--- src/rtl/float_rounder_if.sv ---
// Handshake and data bundle between an upstream arithmetic stage, the rounder
// and the downstream consumer of packed IEEE-754 single-precision results.
interface float_rounder_if;
    logic        valid_in;
    logic        ready_out;
    logic        valid_out;
    logic        ready_in;
    logic [23:0] man_in;
    logic [9:0]  exp_in;
    logic        sgn_in;
    logic        round_in;
    logic        sticky_in;
    logic        IV_in;
    logic [2:0]  rm;
    logic        skip_round;
    logic [31:0] float_out;
    logic        NV;
    logic        OF;
    logic        UF;
    logic        NX;

    modport master (
        output valid_in, ready_in, man_in, exp_in, sgn_in, round_in, sticky_in,
               IV_in, rm, skip_round,
        input  ready_out, valid_out, float_out, NV, OF, UF, NX
    );

    modport slave (
        input  valid_in, ready_in, man_in, exp_in, sgn_in, round_in, sticky_in,
               IV_in, rm, skip_round,
        output ready_out, valid_out, float_out, NV, OF, UF, NX
    );
endinterface

--- src/rtl/float_rounder.sv ---
// Rounds an unrounded mantissa/exponent pair into an IEEE-754 single, with an
// optional one-cycle denormalisation step and overflow saturation by mode.
module float_rounder (
    input  logic           clk,
    input  logic           reset,
    float_rounder_if.slave bus
);
    localparam logic [1:0] S_IDLE   = 2'd0;
    localparam logic [1:0] S_DENORM = 2'd1;
    localparam logic [1:0] S_ROUND  = 2'd2;

    localparam logic [2:0] RM_RNE = 3'd0;
    localparam logic [2:0] RM_RTZ = 3'd1;
    localparam logic [2:0] RM_RDN = 3'd2;
    localparam logic [2:0] RM_RUP = 3'd3;
    localparam logic [2:0] RM_RMM = 3'd4;

    logic [1:0]  r_state;
    logic [23:0] r_man;
    logic [9:0]  r_exp;
    logic        r_sgn;
    logic        r_round;
    logic        r_sticky;
    logic        r_iv;
    logic [2:0]  r_rm;
    logic        r_tiny;
    logic        r_zero;
    logic        r_valid;
    logic [31:0] r_float;
    logic        r_nv;
    logic        r_of;
    logic        r_uf;
    logic        r_nx;

    logic               w_accept;
    logic               w_handshake;
    logic               w_goDenorm;
    logic signed [10:0] w_expBase;
    logic signed [10:0] w_shiftRaw;
    logic [10:0]        w_shiftSat;
    logic [49:0]        w_ext;
    logic               w_inc;
    logic [24:0]        w_sum;
    logic [22:0]        w_manFinal;
    logic signed [10:0] w_expFinal;
    logic               w_overflow;
    logic               w_maxFinite;
    logic               w_inexact;

    assign bus.ready_out = (r_state == S_IDLE) && (!r_valid || bus.ready_in);
    assign bus.valid_out = r_valid;
    assign bus.float_out = r_float;
    assign bus.NV        = r_nv;
    assign bus.OF        = r_of;
    assign bus.UF        = r_uf;
    assign bus.NX        = r_nx;

    assign w_accept    = bus.valid_in && bus.ready_out;
    assign w_handshake = r_valid && bus.ready_in;
    assign w_goDenorm  = ($signed(bus.exp_in) < 10'sd1) && (bus.man_in != 24'd0);

    // Denormalisation: a 26-bit guard field below the mantissa captures the
    // last shifted-out bit (round) and everything beneath it (sticky).
    assign w_expBase  = $signed({r_exp[9], r_exp});
    assign w_shiftRaw = 11'sd1 - w_expBase;
    assign w_shiftSat = (w_shiftRaw > 11'sd26) ? 11'd26 : w_shiftRaw;
    assign w_ext      = {r_man, 26'd0} >> w_shiftSat;

    always_comb begin
        w_inc = 1'b0;
        case (r_rm)
            RM_RTZ:  w_inc = 1'b0;
            RM_RDN:  w_inc = r_sgn && (r_round || r_sticky);
            RM_RUP:  w_inc = !r_sgn && (r_round || r_sticky);
            RM_RMM:  w_inc = r_round;
            default: w_inc = r_round && (r_sticky || r_man[0]);
        endcase
    end

    assign w_sum = {1'b0, r_man} + {24'd0, w_inc};

    // A carry renormalises; a denormal that rounds up into the hidden bit
    // becomes the smallest normal exponent.
    always_comb begin
        w_manFinal = w_sum[22:0];
        w_expFinal = w_expBase;
        if (w_sum[24]) begin
            w_manFinal = w_sum[23:1];
            w_expFinal = w_expBase + 11'sd1;
        end else if ((w_expBase == 11'sd0) && w_sum[23]) begin
            w_expFinal = 11'sd1;
        end
    end

    assign w_overflow  = (w_expFinal >= 11'sd255);
    assign w_maxFinite = (r_rm == RM_RTZ) || ((r_rm == RM_RDN) && !r_sgn) ||
                         ((r_rm == RM_RUP) && r_sgn);
    assign w_inexact   = r_round || r_sticky;

    always_ff @(posedge clk or posedge reset) begin
        if (reset) begin
            r_state  <= S_IDLE;
            r_man    <= 24'd0;
            r_exp    <= 10'd0;
            r_sgn    <= 1'b0;
            r_round  <= 1'b0;
            r_sticky <= 1'b0;
            r_iv     <= 1'b0;
            r_rm     <= RM_RNE;
            r_tiny   <= 1'b0;
            r_zero   <= 1'b0;
            r_valid  <= 1'b0;
            r_float  <= 32'd0;
            r_nv     <= 1'b0;
            r_of     <= 1'b0;
            r_uf     <= 1'b0;
            r_nx     <= 1'b0;
        end else begin
            case (r_state)
                S_IDLE: begin
                    if (w_accept) begin
                        r_man    <= bus.man_in;
                        r_exp    <= bus.exp_in;
                        r_sgn    <= bus.sgn_in;
                        r_round  <= bus.round_in;
                        r_sticky <= bus.sticky_in;
                        r_iv     <= bus.IV_in;
                        r_rm     <= (bus.rm > RM_RMM) ? RM_RNE : bus.rm;
                        r_tiny   <= 1'b0;
                        r_zero   <= (bus.man_in == 24'd0);
                        r_of     <= 1'b0;
                        r_uf     <= 1'b0;
                        r_nx     <= 1'b0;
                        // Pass-through results are packed on the accepting edge.
                        if (bus.skip_round) begin
                            r_valid <= 1'b1;
                            r_float <= {bus.sgn_in, bus.exp_in[7:0], bus.man_in[22:0]};
                            r_nv    <= bus.IV_in;
                            r_state <= S_IDLE;
                        end else begin
                            r_valid <= 1'b0;
                            r_float <= 32'd0;
                            r_nv    <= 1'b0;
                            r_state <= w_goDenorm ? S_DENORM : S_ROUND;
                        end
                    end else if (w_handshake) begin
                        r_valid <= 1'b0;
                        r_float <= 32'd0;
                        r_nv    <= 1'b0;
                        r_of    <= 1'b0;
                        r_uf    <= 1'b0;
                        r_nx    <= 1'b0;
                    end
                end
                S_DENORM: begin
                    r_man    <= w_ext[49:26];
                    r_round  <= w_ext[25];
                    r_sticky <= (|w_ext[24:0]) || r_round || r_sticky;
                    r_exp    <= 10'd0;
                    r_tiny   <= 1'b1;
                    r_state  <= S_ROUND;
                end
                S_ROUND: begin
                    r_valid <= 1'b1;
                    r_nv    <= r_iv;
                    r_state <= S_IDLE;
                    if (r_zero) begin
                        r_float <= {r_sgn, 31'd0};
                        r_of    <= 1'b0;
                        r_uf    <= 1'b0;
                        r_nx    <= 1'b0;
                    end else if (w_overflow) begin
                        r_float <= w_maxFinite ? {r_sgn, 8'hFE, 23'h7FFFFF}
                                               : {r_sgn, 8'hFF, 23'd0};
                        r_of    <= 1'b1;
                        r_uf    <= r_tiny;
                        r_nx    <= 1'b1;
                    end else begin
                        r_float <= {r_sgn, w_expFinal[7:0], w_manFinal};
                        r_of    <= 1'b0;
                        r_uf    <= r_tiny && w_inexact;
                        r_nx    <= w_inexact;
                    end
                end
                default: r_state <= S_IDLE;
            endcase
        end
    end
endmodule

--- src/flat_wrapper.sv ---
// flat-port wrapper written by rule: the top's interface ports become plain ports
module float_rounder_flat 
  (clk, reset, bus_valid_in, bus_ready_in, bus_man_in, bus_exp_in, bus_sgn_in, bus_round_in, bus_sticky_in, bus_IV_in, bus_rm, bus_skip_round, bus_ready_out, bus_valid_out, bus_float_out, bus_NV, bus_OF, bus_UF, bus_NX);
  float_rounder_if bus_i ();
  input  logic clk;
  input  logic reset;
  input wire logic [$bits(bus_i.valid_in)-1:0] bus_valid_in;
  input wire logic [$bits(bus_i.ready_in)-1:0] bus_ready_in;
  input wire logic [$bits(bus_i.man_in)-1:0] bus_man_in;
  input wire logic [$bits(bus_i.exp_in)-1:0] bus_exp_in;
  input wire logic [$bits(bus_i.sgn_in)-1:0] bus_sgn_in;
  input wire logic [$bits(bus_i.round_in)-1:0] bus_round_in;
  input wire logic [$bits(bus_i.sticky_in)-1:0] bus_sticky_in;
  input wire logic [$bits(bus_i.IV_in)-1:0] bus_IV_in;
  input wire logic [$bits(bus_i.rm)-1:0] bus_rm;
  input wire logic [$bits(bus_i.skip_round)-1:0] bus_skip_round;
  output wire logic [$bits(bus_i.ready_out)-1:0] bus_ready_out;
  output wire logic [$bits(bus_i.valid_out)-1:0] bus_valid_out;
  output wire logic [$bits(bus_i.float_out)-1:0] bus_float_out;
  output wire logic [$bits(bus_i.NV)-1:0] bus_NV;
  output wire logic [$bits(bus_i.OF)-1:0] bus_OF;
  output wire logic [$bits(bus_i.UF)-1:0] bus_UF;
  output wire logic [$bits(bus_i.NX)-1:0] bus_NX;
  assign bus_i.valid_in = bus_valid_in;
  assign bus_i.ready_in = bus_ready_in;
  assign bus_i.man_in = bus_man_in;
  assign bus_i.exp_in = bus_exp_in;
  assign bus_i.sgn_in = bus_sgn_in;
  assign bus_i.round_in = bus_round_in;
  assign bus_i.sticky_in = bus_sticky_in;
  assign bus_i.IV_in = bus_IV_in;
  assign bus_i.rm = bus_rm;
  assign bus_i.skip_round = bus_skip_round;
  assign bus_ready_out = bus_i.ready_out;
  assign bus_valid_out = bus_i.valid_out;
  assign bus_float_out = bus_i.float_out;
  assign bus_NV = bus_i.NV;
  assign bus_OF = bus_i.OF;
  assign bus_UF = bus_i.UF;
  assign bus_NX = bus_i.NX;
  float_rounder u_core (.clk(clk), .reset(reset), .bus(bus_i));
endmodule
--- config.mk ---
export PLATFORM = sky130hd
export DESIGN_NAME = float_rounder_flat
export DESIGN_NICKNAME = d
export VERILOG_FILES = /design/src/rtl/float_rounder_if.sv /design/src/rtl/float_rounder.sv /design/src/flat_wrapper.sv
export SDC_FILE = /design/constraint.sdc
export NUM_CORES = 1
export LEC_CHECK = 0
export CAP_MARGIN = 20
export CELL_PAD_IN_SITES_DETAIL_PLACEMENT = 2
export CELL_PAD_IN_SITES_GLOBAL_PLACEMENT = 2
export CORE_MARGIN = 1
export CORE_UTILIZATION = 30
export DETAILED_ROUTE_END_ITERATION = 7
export HOLD_SLACK_MARGIN = 0.06
export PLACE_DENSITY = 0.77
export SYNTH_ARGS = -nofsm -noshare
export SYNTH_HDL_FRONTEND = slang
export SYNTH_SLANG_ARGS = --single-unit
--- constraint.sdc ---
create_clock -name clk -period 3.8 [get_ports clk]
set_input_delay 1.14 -clock clk [delete_from_list [all_inputs] [get_ports clk]]
set_output_delay 1.14 -clock clk [all_outputs]
set_load 0.1 [all_outputs]
# ---- Yosys cells after proc, flatten, opt, wreduce, memory -nomap -nowiden
# Index checks and enable logic that the tools add are counted.
dict set report word_totals {
  regBits 82
  latchBits 0
  ramBits 0
  rom_bits 0
  in_bits 46
  output_inout_bits 38
  word_cells 106
  mem_count 0
}
dict set report classes {
  addsub 3
  mul 0
  n_div 0
  order_cmp 4
  eq_ne 8
  shifts 1
  n_mux 44
  n_bitwise 0
  reduce_logical 30
}
# operator n
set ops {}
lappend ops {{2-to-1 mux 32 bit} 3}
lappend ops {{case mux 32 bit (2 select lines)} 1}
lappend ops {{2-to-1 mux 31 bit} 2}
lappend ops {{right shift 50 x 11 -> 50 bit} 1}
lappend ops {{2-to-1 mux 24 bit} 2}
lappend ops {{case mux 24 bit (2 select lines)} 1}
lappend ops {{2-to-1 mux 11 bit} 3}
lappend ops {{adder 24 x 1 -> 25 bit} 1}
lappend ops {{OR reduction 25 bit} 1}
lappend ops {{logical NOT 24 bit} 1}
lappend ops {{nonzero test 24 bit} 1}
lappend ops {{2-to-1 mux 23 bit} 1}
lappend ops {{case mux 10 bit (2 select lines)} 1}
lappend ops {{case mux 1 bit (2 select lines)} 8}
lappend ops {{2-to-1 mux 1 bit} 15}
lappend ops {{adder 10 x 2 -> 11 bit (second input constant)} 1}
lappend ops {{greater-or-equal comparator 11 x 9 -> 1 bit (second input constant)} 1}
lappend ops {{> comparator 11 x 6 -> 1 bit (second input constant)} 1}
lappend ops {{logical AND 1 bit} 11}
lappend ops {{logical NOT 11 bit} 1}
lappend ops {{subtractor 2 x 10 -> 11 bit (first input constant)} 1}
lappend ops {{less-than comparator 10 x 2 -> 1 bit (second input constant)} 1}
lappend ops {{2-to-1 mux 10 bit} 1}
lappend ops {{logical OR 1 bit} 7}
lappend ops {{16 further kinds} 23}

# ---- Logic depth before layout (Yosys ltp)
# Gate-level depths: netlist of the first run.
dict set report logic_depth {
  ltp_word 11
  mapped_depth 21
}

# ---- Least setup slack after synthesis of the first run
# No wires, ideal clock.
dict set report synth_timing {
  path_kind {input to register}
  startpoint {in bus_ready_in}
  endpoint {reg u_core.r_sticky}
  t_arrival_ps 4493
  slack_ps -783
  stages 9
  n_path_buf 1
  path_cell_list {nor2b_1 -> nor3_1 -> and2_1 -> clkbuf_1 -> mux2i_1 -> a32o_1 -> a21oi_1 -> o31ai_1 -> o221ai_1}
}
dict set report synth_via {
  elab_chain_len 5
}
# item line_no
set synth_rtl {}
lappend synth_rtl {{start, declared} flat_wrapper.sv:8} ;# input wire logic [$bits(bus_i.ready_in)-1:0] bus_ready_in;
lappend synth_rtl {{logical OR 1 bit} float_rounder.sv:50} ;# assign bus.ready_out = (r_state == S_IDLE) && (!r_valid || bus.ready_in);
lappend synth_rtl {{logical AND 1 bit} float_rounder.sv:50}
lappend synth_rtl {{via bus_ready_out} flat_wrapper.sv:17} ;# output wire logic [$bits(bus_i.ready_out)-1:0] bus_ready_out;
lappend synth_rtl {{logical AND 1 bit} float_rounder.sv:58} ;# assign w_accept = bus.valid_in && bus.ready_out;
lappend synth_rtl {{inequality test 2 x 1 -> 1 bit (no source line)} --}
lappend synth_rtl {{AND reduction 2 bit (no source line)} --}
lappend synth_rtl {{end signal, assigned} float_rounder.sv:126} ;# r_sticky <= bus.sticky_in;
lappend synth_rtl {{end signal, assigned} float_rounder.sv:158} ;# r_sticky <= (|w_ext[24:0]) || r_round || r_sticky;
lappend synth_rtl {{end, declared} float_rounder.sv:23} ;# logic r_sticky;
# The timed path passes the listed nets, and every way through them passes these cells.
# A chain may end at the register's enable or synchronous reset.

# ---- Final worst setup path of the first run
dict set report layout_timing {
  startpoint {reg u_core.r_rm[2]}
  endpoint {reg u_core.r_float[8], in the netlist u_core.bus.float_out[8]}
}
dict set report layout_via {
  elab_chain_len 10
  elab_cells_between_ends 19
  classes_between {add/sub: 1; order compare: 1; eq/ne: 4; mux: 8; reduce/logical: 5}
}
# item line_no
set layout_rtl {}
lappend layout_rtl {{start, declared} float_rounder.sv:25} ;# logic [2:0] r_rm;
lappend layout_rtl {{start signal, assigned} float_rounder.sv:128} ;# r_rm <= (bus.rm > RM_RMM) ? RM_RNE : bus.rm;
lappend layout_rtl {{equality test 3 bit, or another cell as far along} float_rounder.sv:71} ;# case (r_rm)
lappend layout_rtl {{case mux 1 bit (4 select lines)} float_rounder.sv:71}
lappend layout_rtl {{adder 24 x 1 -> 25 bit} float_rounder.sv:80} ;# assign w_sum = {1'b0, r_man} + {24'd0, w_inc};
lappend layout_rtl {{logical AND 1 bit} float_rounder.sv:90} ;# end else if ((w_expBase == 11'sd0) && w_sum[23]) begin
lappend layout_rtl {{2-to-1 mux 11 bit} float_rounder.sv:90}
lappend layout_rtl {{2-to-1 mux 11 bit} float_rounder.sv:87} ;# if (w_sum[24]) begin
lappend layout_rtl {{greater-or-equal comparator 11 x 9 -> 1 bit} float_rounder.sv:95} ;# assign w_overflow = (w_expFinal >= 11'sd255);
lappend layout_rtl {{2-to-1 mux 31 bit (*)} float_rounder.sv:172} ;# end else if (w_overflow) begin
lappend layout_rtl {{2-to-1 mux 31 bit (*)} float_rounder.sv:167} ;# if (r_zero) begin
lappend layout_rtl {{case mux 32 bit (2 select lines) (*)} float_rounder.sv:119} ;# case (r_state)
lappend layout_rtl {{end signal, assigned} float_rounder.sv:168} ;# r_float <= {r_sgn, 31'd0};
lappend layout_rtl {{end signal, assigned} float_rounder.sv:173} ;# r_float <= w_maxFinite ? {r_sgn, 8'hFE, 23'h7FFFFF}
lappend layout_rtl {{end signal, assigned} float_rounder.sv:179} ;# r_float <= {r_sgn, w_expFinal[7:0], w_manFinal};
lappend layout_rtl {{end, declared} float_rounder.sv:29} ;# logic [31:0] r_float;
# Every way passes the cells marked *; elsewhere a longest branch is shown, timed or not.

==> results of run 1 <==
-- cells in the mapped netlist (14+ instances only) --
cell,number
sky130_fd_sc_hd__o22ai_1,14
sky130_fd_sc_hd__a22oi_1,29
sky130_fd_sc_hd__a21oi_1,71
sky130_fd_sc_hd__clkbuf_1,50
sky130_fd_sc_hd__nand3_1,16
sky130_fd_sc_hd__a31oi_1,14
sky130_fd_sc_hd__buf_2,15
sky130_fd_sc_hd__dfrtp_1,82
sky130_fd_sc_hd__nand2_1,110
sky130_fd_sc_hd__nor4_1,14
sky130_fd_sc_hd__xnor2_1,19
sky130_fd_sc_hd__o21ai_0,79
sky130_fd_sc_hd__nor2_1,82
sky130_fd_sc_hd__nor3_1,22
sky130_fd_sc_hd__mux2i_1,28
-- report_power, final --
group	leakage, uW	internal [uW]	switching (uW)
clock network	0.000136	470	485
registers	0.00102	1070	285
logic	0.00334	1820	3300
-- logic make-up after synthesis --
| kind of cell | share of synthesized area (%) |
|---|---|
| flops | 30.3 |
| xor+xnor | 3.88 |
| simple gates | 23.7 |
| fa+ha+maj | 1.29 |
| compound gates | 29.5 |
| mux | 5.47 |
| buf+inv | 5.77 |
-- routing by layer --
| layer | up-vias | routed length [um] | global-route usage, % |
|---|---|---|---|
| met5 | - | 13 | 0 |
| met4 | 2 | 4650 | 21.2 |
| met3 | 319 | 5160 | 6.29 |
| met2 | 816 | 24400 | 66.8 |
| met1 | 4982 | 19400 | 47.6 |
| li1 | 3754 | - | - |
-- worst reg2reg max path: stages (launching register included) --
cell	delay [ns]
sky130_fd_sc_hd__dfrtp_1	0.43
sky130_fd_sc_hd__buf_4	0.17
sky130_fd_sc_hd__o21ai_0	0.09
sky130_fd_sc_hd__o21ai_1	0.14
sky130_fd_sc_hd__o311ai_1	0.18
sky130_fd_sc_hd__a21oi_2	0.22
sky130_fd_sc_hd__ha_2	0.23
sky130_fd_sc_hd__ha_4	0.16
sky130_fd_sc_hd__nand3_4	0.09
sky130_fd_sc_hd__or3_4	0.44
sky130_fd_sc_hd__or4_4	0.45
sky130_fd_sc_hd__o211ai_1	0.35
sky130_fd_sc_hd__a211oi_2	0.17
sky130_fd_sc_hd__o211ai_1	0.17
sky130_fd_sc_hd__a21oi_2	0.12
sky130_fd_sc_hd__o211a_4	0.30
sky130_fd_sc_hd__buf_6	0.14
sky130_fd_sc_hd__a21oi_4	0.14
sky130_fd_sc_hd__buf_12	0.16
sky130_fd_sc_hd__a21oi_1	0.09
sky130_fd_sc_hd__a221o_1	0.36
-- cell usage in the layout, fill, tap and decap left out, drive strengths merged, types with 6 or more instances in the layout --
| cell | count |
|---|---|
| buf | 284 |
| a31oi | 14 |
| o22ai | 14 |
| or2 | 8 |
| inv | 14 |
| dfrtp | 82 |
| xnor2 | 19 |
| and2 | 6 |
| o21a | 7 |
| ha | 7 |
| mux2 | 6 |
| a21o | 8 |
| a22oi | 29 |
| clkdlybuf4s50 | 45 |
| and3 | 13 |
| nor2 | 84 |
| o221ai | 6 |
| a211oi | 10 |
| mux2i | 28 |
| nor3 | 22 |
| xor2 | 11 |
| nor4 | 17 |
| nand3 | 19 |
| a21oi | 72 |
| a221o | 8 |
| o211ai | 13 |
| nand4 | 10 |
| o21ai | 79 |
| clkbuf | 13 |
| nand2 | 110 |
-- worst min-delay path by stage --
stage,from,end,slack (ns),cells past startpoint
2_1_floorplan,u_core.r_iv,u_core.r_iv,0.45,2
3_3_place_gp,u_core.r_iv,u_core.r_iv,0.46,2
3_5_place_dp,u_core.r_zero,u_core.r_zero,0.49,2
4_1_cts,u_core.bus.NX,u_core.bus.NX,0.52,1
5_1_grt,u_core.r_iv,u_core.r_iv,0.52,2
6_report,u_core.r_iv,u_core.r_iv,0.52,2
-- flip-flops by register name (all words and copies together), names as in the netlist --
register and cells:
u_core.bus.float_out 32, u_core.r_man 24, u_core.r_exp 10, u_core.r_rm 3, u_core.r_state 2, u_core.bus.NV 1
u_core.bus.NX 1, u_core.bus.OF 1, u_core.bus.UF 1, u_core.bus.valid_out 1, u_core.r_iv 1, u_core.r_round 1
u_core.r_sgn 1, u_core.r_sticky 1, u_core.r_tiny 1, u_core.r_zero 1
-- final cells by class --
type | count | area [um2] | share of cell area [%]
diodes | 1 | 2.50 | 0.0234
clock buffers | 10 | 239 | 2.24
repair buffers | 332 | 2850 | 26.7
well taps | 280 | 350 | 3.28
flip-flops and latches | 82 | 2050 | 19.2
clock inverters | 6 | 50.0 | 0.468
multi-input cells | 702 | 5090 | 47.6
inverters | 14 | 53.8 | 0.503
-- timing repair --
action                                  in CTS  in global routing
resized for setup                           95                109
cloned                                       0                  3
pin swaps                                   28                 46
endpoints found under the setup margin      37                 44
setup buffers                               20                 18
-- metrics by stage --
stage / hold slack [ns] / total power [uW] / utilization (%) / TNS (ns) / std cells
6_report: 0.516 / 7420 / 48.7 / -25.77 / 1427
5_1_grt: 0.521 / 7500 / 48.7 / -28.01 / 1426
4_1_cts: 0.519 / 6460 / 45.6 / -9.12 / 1411
3_5_place_dp: 0.487 / 5260 / 42.1 / -12.34 / 1375
3_3_place_gp: 0.460 / 5070 / 42.1 / -2.34 / 1375
2_1_floorplan: 0.447 / 3430 / - / -7.07 / 876
==> reports/qor.txt, run 1 <==
Status = finished, violations left
Failing checks = negative setup slack
Number of antenna violations at the first check in global routing = 2
Post-route design area = 10700 um2
Power density of the placed cells = 695 nW/um2
Growth of design area from synthesis to finish = 57.9%
Async set-reset flop share out of synthesis = 100%
Crit path arrival time = 4.97 ns
Number of detailed-routing iterations run before antenna repair = 5
Yosys top cell area share = 30.3%
Via count of the first global-routing pass = 10078
Destination of the critical timing path = u_core.bus.float_out[8]
Clock tree root driver cell = sky130_fd_sc_hd__clkbuf_16
Sum of routed wire length over all layers = 53.6 mm
Worst max-slew margin expressed relative to the limit = 48.2%
Number of unique standard cell types used by synthesis = 79
Worst setup EP type = flip-flop
Setup Slack @ Placement = -0.518 ns
Final routed wire length divided by cell count = 37.6 um
Fill cells = 2308
Count of pins on the block boundary = 84
Largest voltage drop on the vdd net = 445 uV
Global router's overall resource usage = 39.3%
Maximum single-stage delay on the critical path = 0.45 ns
Maximum clock path buffer count = 2
Number of pins exceeding their max-slew limit in the final report = 0
Maximum number of pins on one net before global-route repair = 37
Count of standard-cell rows = 54
Vias post-DR = 9873
Min setup slack post-route = -0.940 ns
Total number of yosys warnings = 0
Min Clock Period, post-route = 4.74 ns
Maximum fanout along the worst path = 7
Worst R2R Setup Slack = -0.94 ns
Clock sink count = 82
Number of buffers inserted for hold repair after clock tree synthesis = 0
Launch instance of the worst register-to-register path = u_core.r_rm[2]
Gpl congestion = 0.901
Unrepaired setup endpoints after global routing = yes
Worst EP required = 4.03 ns
Worst Clk Skew = 0.0133 ns
Worst-Skew Late Latency = 0.38 ns
H-tree Lvls = 3
Number of nets in the synthesized netlist = 929
Setup violation total in the final timing report = 54
Flop and latch count out of synthesis = 82
CTS tree = built
Hold Vio Cnt, Final = 0
Synth area leader = sky130_fd_sc_hd__dfrtp_1
Worst path depth = 20
Average instance area after synthesis = 7.73 um2
Detailed placement HPWL = 29.0 mm
Buffer and inverter count on the worst path = 3
Biggest area contributors in the synthesized netlist = sky130_fd_sc_hd__dfrtp_1 30%, sky130_fd_sc_hd__nand2_1 6.1%, sky130_fd_sc_hd__o21ai_0 5.8%, sky130_fd_sc_hd__a21oi_1 5.2%, sky130_fd_sc_hd__nor2_1 4.5%
Die outline height = 152 um
Max Cap Violations = 0
FF-to-FF End = u_core.bus.float_out[8]
Master of the slowest instance on the critical path = sky130_fd_sc_hd__or4_4
First-pass GRT wire length = 68.0 mm
Synth Flop Type = sky130_fd_sc_hd__dfrtp_1
Sequential share of the synthesized area = 30.3%
Area of placed instances = 9250 um2
Period utilization = 125%
Summed instance area of the synthesized netlist = 6770 um2
Worst hold-check path type = flip-flop to flip-flop
Number of buffers inserted during clock tree synthesis = 9
Number of DRC markers in iteration 0 = 896
EDFF count, synth = 0
Critical Setup Path Class = flip-flop to flip-flop
Timing startpoint of the critical path = u_core.r_rm[2]
CP top delay family = compound AO/OA/AOI/OAI gates
Worst reg2reg path depth = 20
Width of the die = 152 um
Grt total ovfl = 0
Detailed-route vias per instance = 6.92
Port bufs = 83
Antenna violation net count after detailed routing = 0
Total DRC errors in the routed layout = 0
Area of the core = 22000 um2
Cell leakage power = 0.00450 uW
Fraction of final layout cells sized beyond drive strength 1 = 40.1%
Full die area = 23200 um2
Initial cell density of the core = 30.8%
Achievable Freq = 211 MHz
Measured slew at the worst slew-check pin = 0.775 ns
Worst-path cell chain = buf_4 -> o21ai_0 -> o21ai_1 -> o311ai_1 -> a21oi_2 -> ha_2 -> ha_4 -> nand3_4 -> or3_4 -> or4_4 -> o211ai_1 -> a211oi_2 -> o211ai_1 -> a21oi_2 -> o211a_4 -> buf_6 -> a21oi_4 -> buf_12 -> a21oi_1 -> a221o_1
CTS clk-pin slew, worst paths = 0.08 ns
Critical path startpoint category = flip-flop
Gate Count Post-Synth = 876
Final layout net count = 1194
Power figures use the tool's default switching activity.
==> inputs of run 2 (changes only) <==
- ABC_AREA: not set -> 0
==> results of run 2 <==
Final layout, timing and power as in run 1 (identical DEF).
==> inputs of run 3 (changes only) <==
- CORE_UTILIZATION: 30 -> 33
- PLACE_DENSITY: 0.77 -> 0.81
- clock period: 3.8 -> 5.2 ns (I/O delays scaled with it)
==> run 3 against run 2 <==
  * Clock skew is 0.0033 ns lower
  * Non-clock buffer count is 211 lower
  * Cell count is 16% lower
  * Worst hold slack worse by 0.019 ns
  * The flow now finishes without violations
  * Via count is 23% lower
  * Flip-flop and latch count stayed put
  * First-iteration DRC count is 41% lower
  * Critical endpoint is now u_core.bus.float_out[16]
==> reports/qor.txt, run 3 (synthesized netlist as in run 1, its figures left out) <==
Final layout net count = 983
Final routed wire length divided by cell count = 27.2 um
Width of the die = 145 um
Top library cells by usage in the layout, fill and taps aside = 110 x sky130_fd_sc_hd__nand2_1, 82 x sky130_fd_sc_hd__nor2_1, 82 x sky130_fd_sc_hd__clkdlybuf4s50_1, 82 x sky130_fd_sc_hd__dfrtp_1, 79 x sky130_fd_sc_hd__o21ai_0
Count of pins on the block boundary = 84
Crit path arrival time = 5.12 ns
Number of pins exceeding their max-slew limit in the final report = 0
Measured slew at the worst slew-check pin = 1.02 ns
Setup violation total in the final timing report = 0
Max FFs per register = 32
Gpl congestion = 0.942
Met2 wire len = 15.5 mm
Number of antenna violations at the first check in global routing = 0
Area of placed instances = 7890 um2
Sum of routed wire length over all layers = 32.7 mm
Via count of the first global-routing pass = 7992
Fill cells = 2319
CTS clk-pin slew, worst paths = 0.07 ns
Antenna violation net count after detailed routing = 0
Worst R2R Setup Slack = 0.31 ns
Clock tree root driver cell = sky130_fd_sc_hd__clkbuf_16
Cell leakage power = 0.00317 uW
Detailed-route vias per instance = 6.33
Most common cell after layout, fill and taps aside = sky130_fd_sc_hd__nand2_1
Achievable Freq = 204 MHz
Metal1 wirelength = 14.4 mm
Grt total ovfl = 0
Initial cell density of the core = 33.6%
Min Clock Period, post-route = 4.89 ns
Worst EP required = 5.43 ns
Unrepaired setup endpoints after global routing = no
Max Cap Violations = 0
Maximum fanout along the worst path = 20
Status = completed
Worst max-slew margin expressed relative to the limit = 31.9%
Die outline height = 145 um
Power density of the placed cells = 488 nW/um2
Maximum number of pins on one net before global-route repair = 42
Critical path startpoint category = flip-flop
Worst hold-check path type = flip-flop to flip-flop
Area of the core = 20200 um2
Detailed placement HPWL = 24.2 mm
Critical Setup Path Class = flip-flop to flip-flop
Top Metal Used = met4
Hold Vio Cnt, Final = 0
Fraction of final layout cells sized beyond drive strength 1 = 9.84%
Number of diodes = 0
Global router's overall resource usage = 31.1%
Largest voltage drop on the vdd net = 235 uV
Routed met3 length = 1.84 mm
Maximum clock path buffer count = 2
Final cell utilization of the core = 40.6%
Post-route design area = 8200 um2
Number of DRC markers in iteration 0 = 526
Growth of design area from synthesis to finish = 21.1%
Period utilization = 94.0%
H-tree Lvls = 3
Full die area = 21100 um2
Number of detailed-routing iterations run before antenna repair = 5
Number of buffers inserted during clock tree synthesis = 9
Worst-Skew Late Latency = 0.36 ns
Worst Clk Skew = 0.0100 ns
First-pass GRT wire length = 50.0 mm
Port bufs = 83
Worst setup EP type = flip-flop
Clock sink count = 82
Total Negative Setup Slacks = 0 ns
Total DRC errors in the routed layout = 0
Vias post-DR = 7628
CTS tree = built
Count of standard-cell rows = 52
==> run 3: cell types whose count changed in the layout (fill, tap and decap cells not counted), sizes merged <==
| cell | change |
|---|---|
| diode | -1 |
| clkbuf | -4 |
| clkdlybuf4s50 | +37 |
| buf | -245 |
| bufinv | +1 |
==> run 3: final timing paths <==
kind / to / cells after the start / from
setup / recovery: u_core.bus.float_out[16] / 18 / u_core.r_rm[1]
min in group asynchronous: u_core.r_state[1] / 2 / reset
max in group asynchronous: u_core.r_man[7] / 3 / reset
hold reg to reg: u_core.r_iv / 2 / u_core.r_iv
setup reg to reg: u_core.bus.float_out[16] / 18 / u_core.r_rm[1]
hold / removal: u_core.r_iv / 2 / u_core.r_iv
==> run 3: what timing repair did <==
item | 4_1_cts | 5_1_grt
setup endpoints to repair | 0 | 7
hold buffers | 0 | 0
resized for setup | 0 | 1
buffers inserted | 0 | 0
endpoints found under the hold margin | 0 | 0
==> run 3: layer usage <==
metal | up-vias | GRT usage [%]
met4 | 0 | 10.2
met2 | 287 | 51.8
met5 | - | 0
met3 | 70 | 4.59
met1 | 3934 | 41.1
li1 | 3337 | -
==> run 3: layout make-up <==
cell class	instances	area (um2)	area share [%]
clock inverter	7	76.3	0.931
clock buffer	9	225	2.75
multi-input combinational	702	4340	52.9
sequential	82	2050	25.0
timing repair buffer	121	1110	13.6
inverter	14	53.8	0.656
tap	270	338	4.12
==> run 3: worst max-delay path: stages, from the launching register on <==
cell and delay (ns):
sky130_fd_sc_hd__dfrtp_1 0.42, sky130_fd_sc_hd__inv_1 0.11, sky130_fd_sc_hd__nor3b_1 0.06, sky130_fd_sc_hd__ha_1 0.28, sky130_fd_sc_hd__nand3b_1 0.09, sky130_fd_sc_hd__a21oi_1 0.19, sky130_fd_sc_hd__ha_1 0.22, sky130_fd_sc_hd__ha_1 0.21
sky130_fd_sc_hd__nand3_2 0.14, sky130_fd_sc_hd__nor3_1 0.46, sky130_fd_sc_hd__nand2b_1 0.25, sky130_fd_sc_hd__nor3_1 0.29, sky130_fd_sc_hd__xor2_1 0.27, sky130_fd_sc_hd__o211ai_1 0.16, sky130_fd_sc_hd__a21oi_1 0.20, sky130_fd_sc_hd__o211a_1 0.54
sky130_fd_sc_hd__a21o_2 0.47, sky130_fd_sc_hd__a21oi_1 0.09, sky130_fd_sc_hd__a221o_1 0.29
==> run 3: where the power goes <==
group	internal (uW)	switching, uW	leakage (uW)
combinational	701	1580	0.00200
sequential	777	268	0.00102
clock	376	301	0.000142
total	1850	2150	0.00317
==> run 3: per-stage QoR <==
stage               std cells  setup slack (ns)  hold WS [ns]  power (uW)
finish                   1205             0.310         0.497        4000
global route             1205            0.0940         0.524        4150
CTS                      1205             0.244         0.498        3970
detailed placement       1189             0.427         0.477        3270
global placement         1189             0.596         0.460        3220
floorplan                 876             0.811         0.447        2490
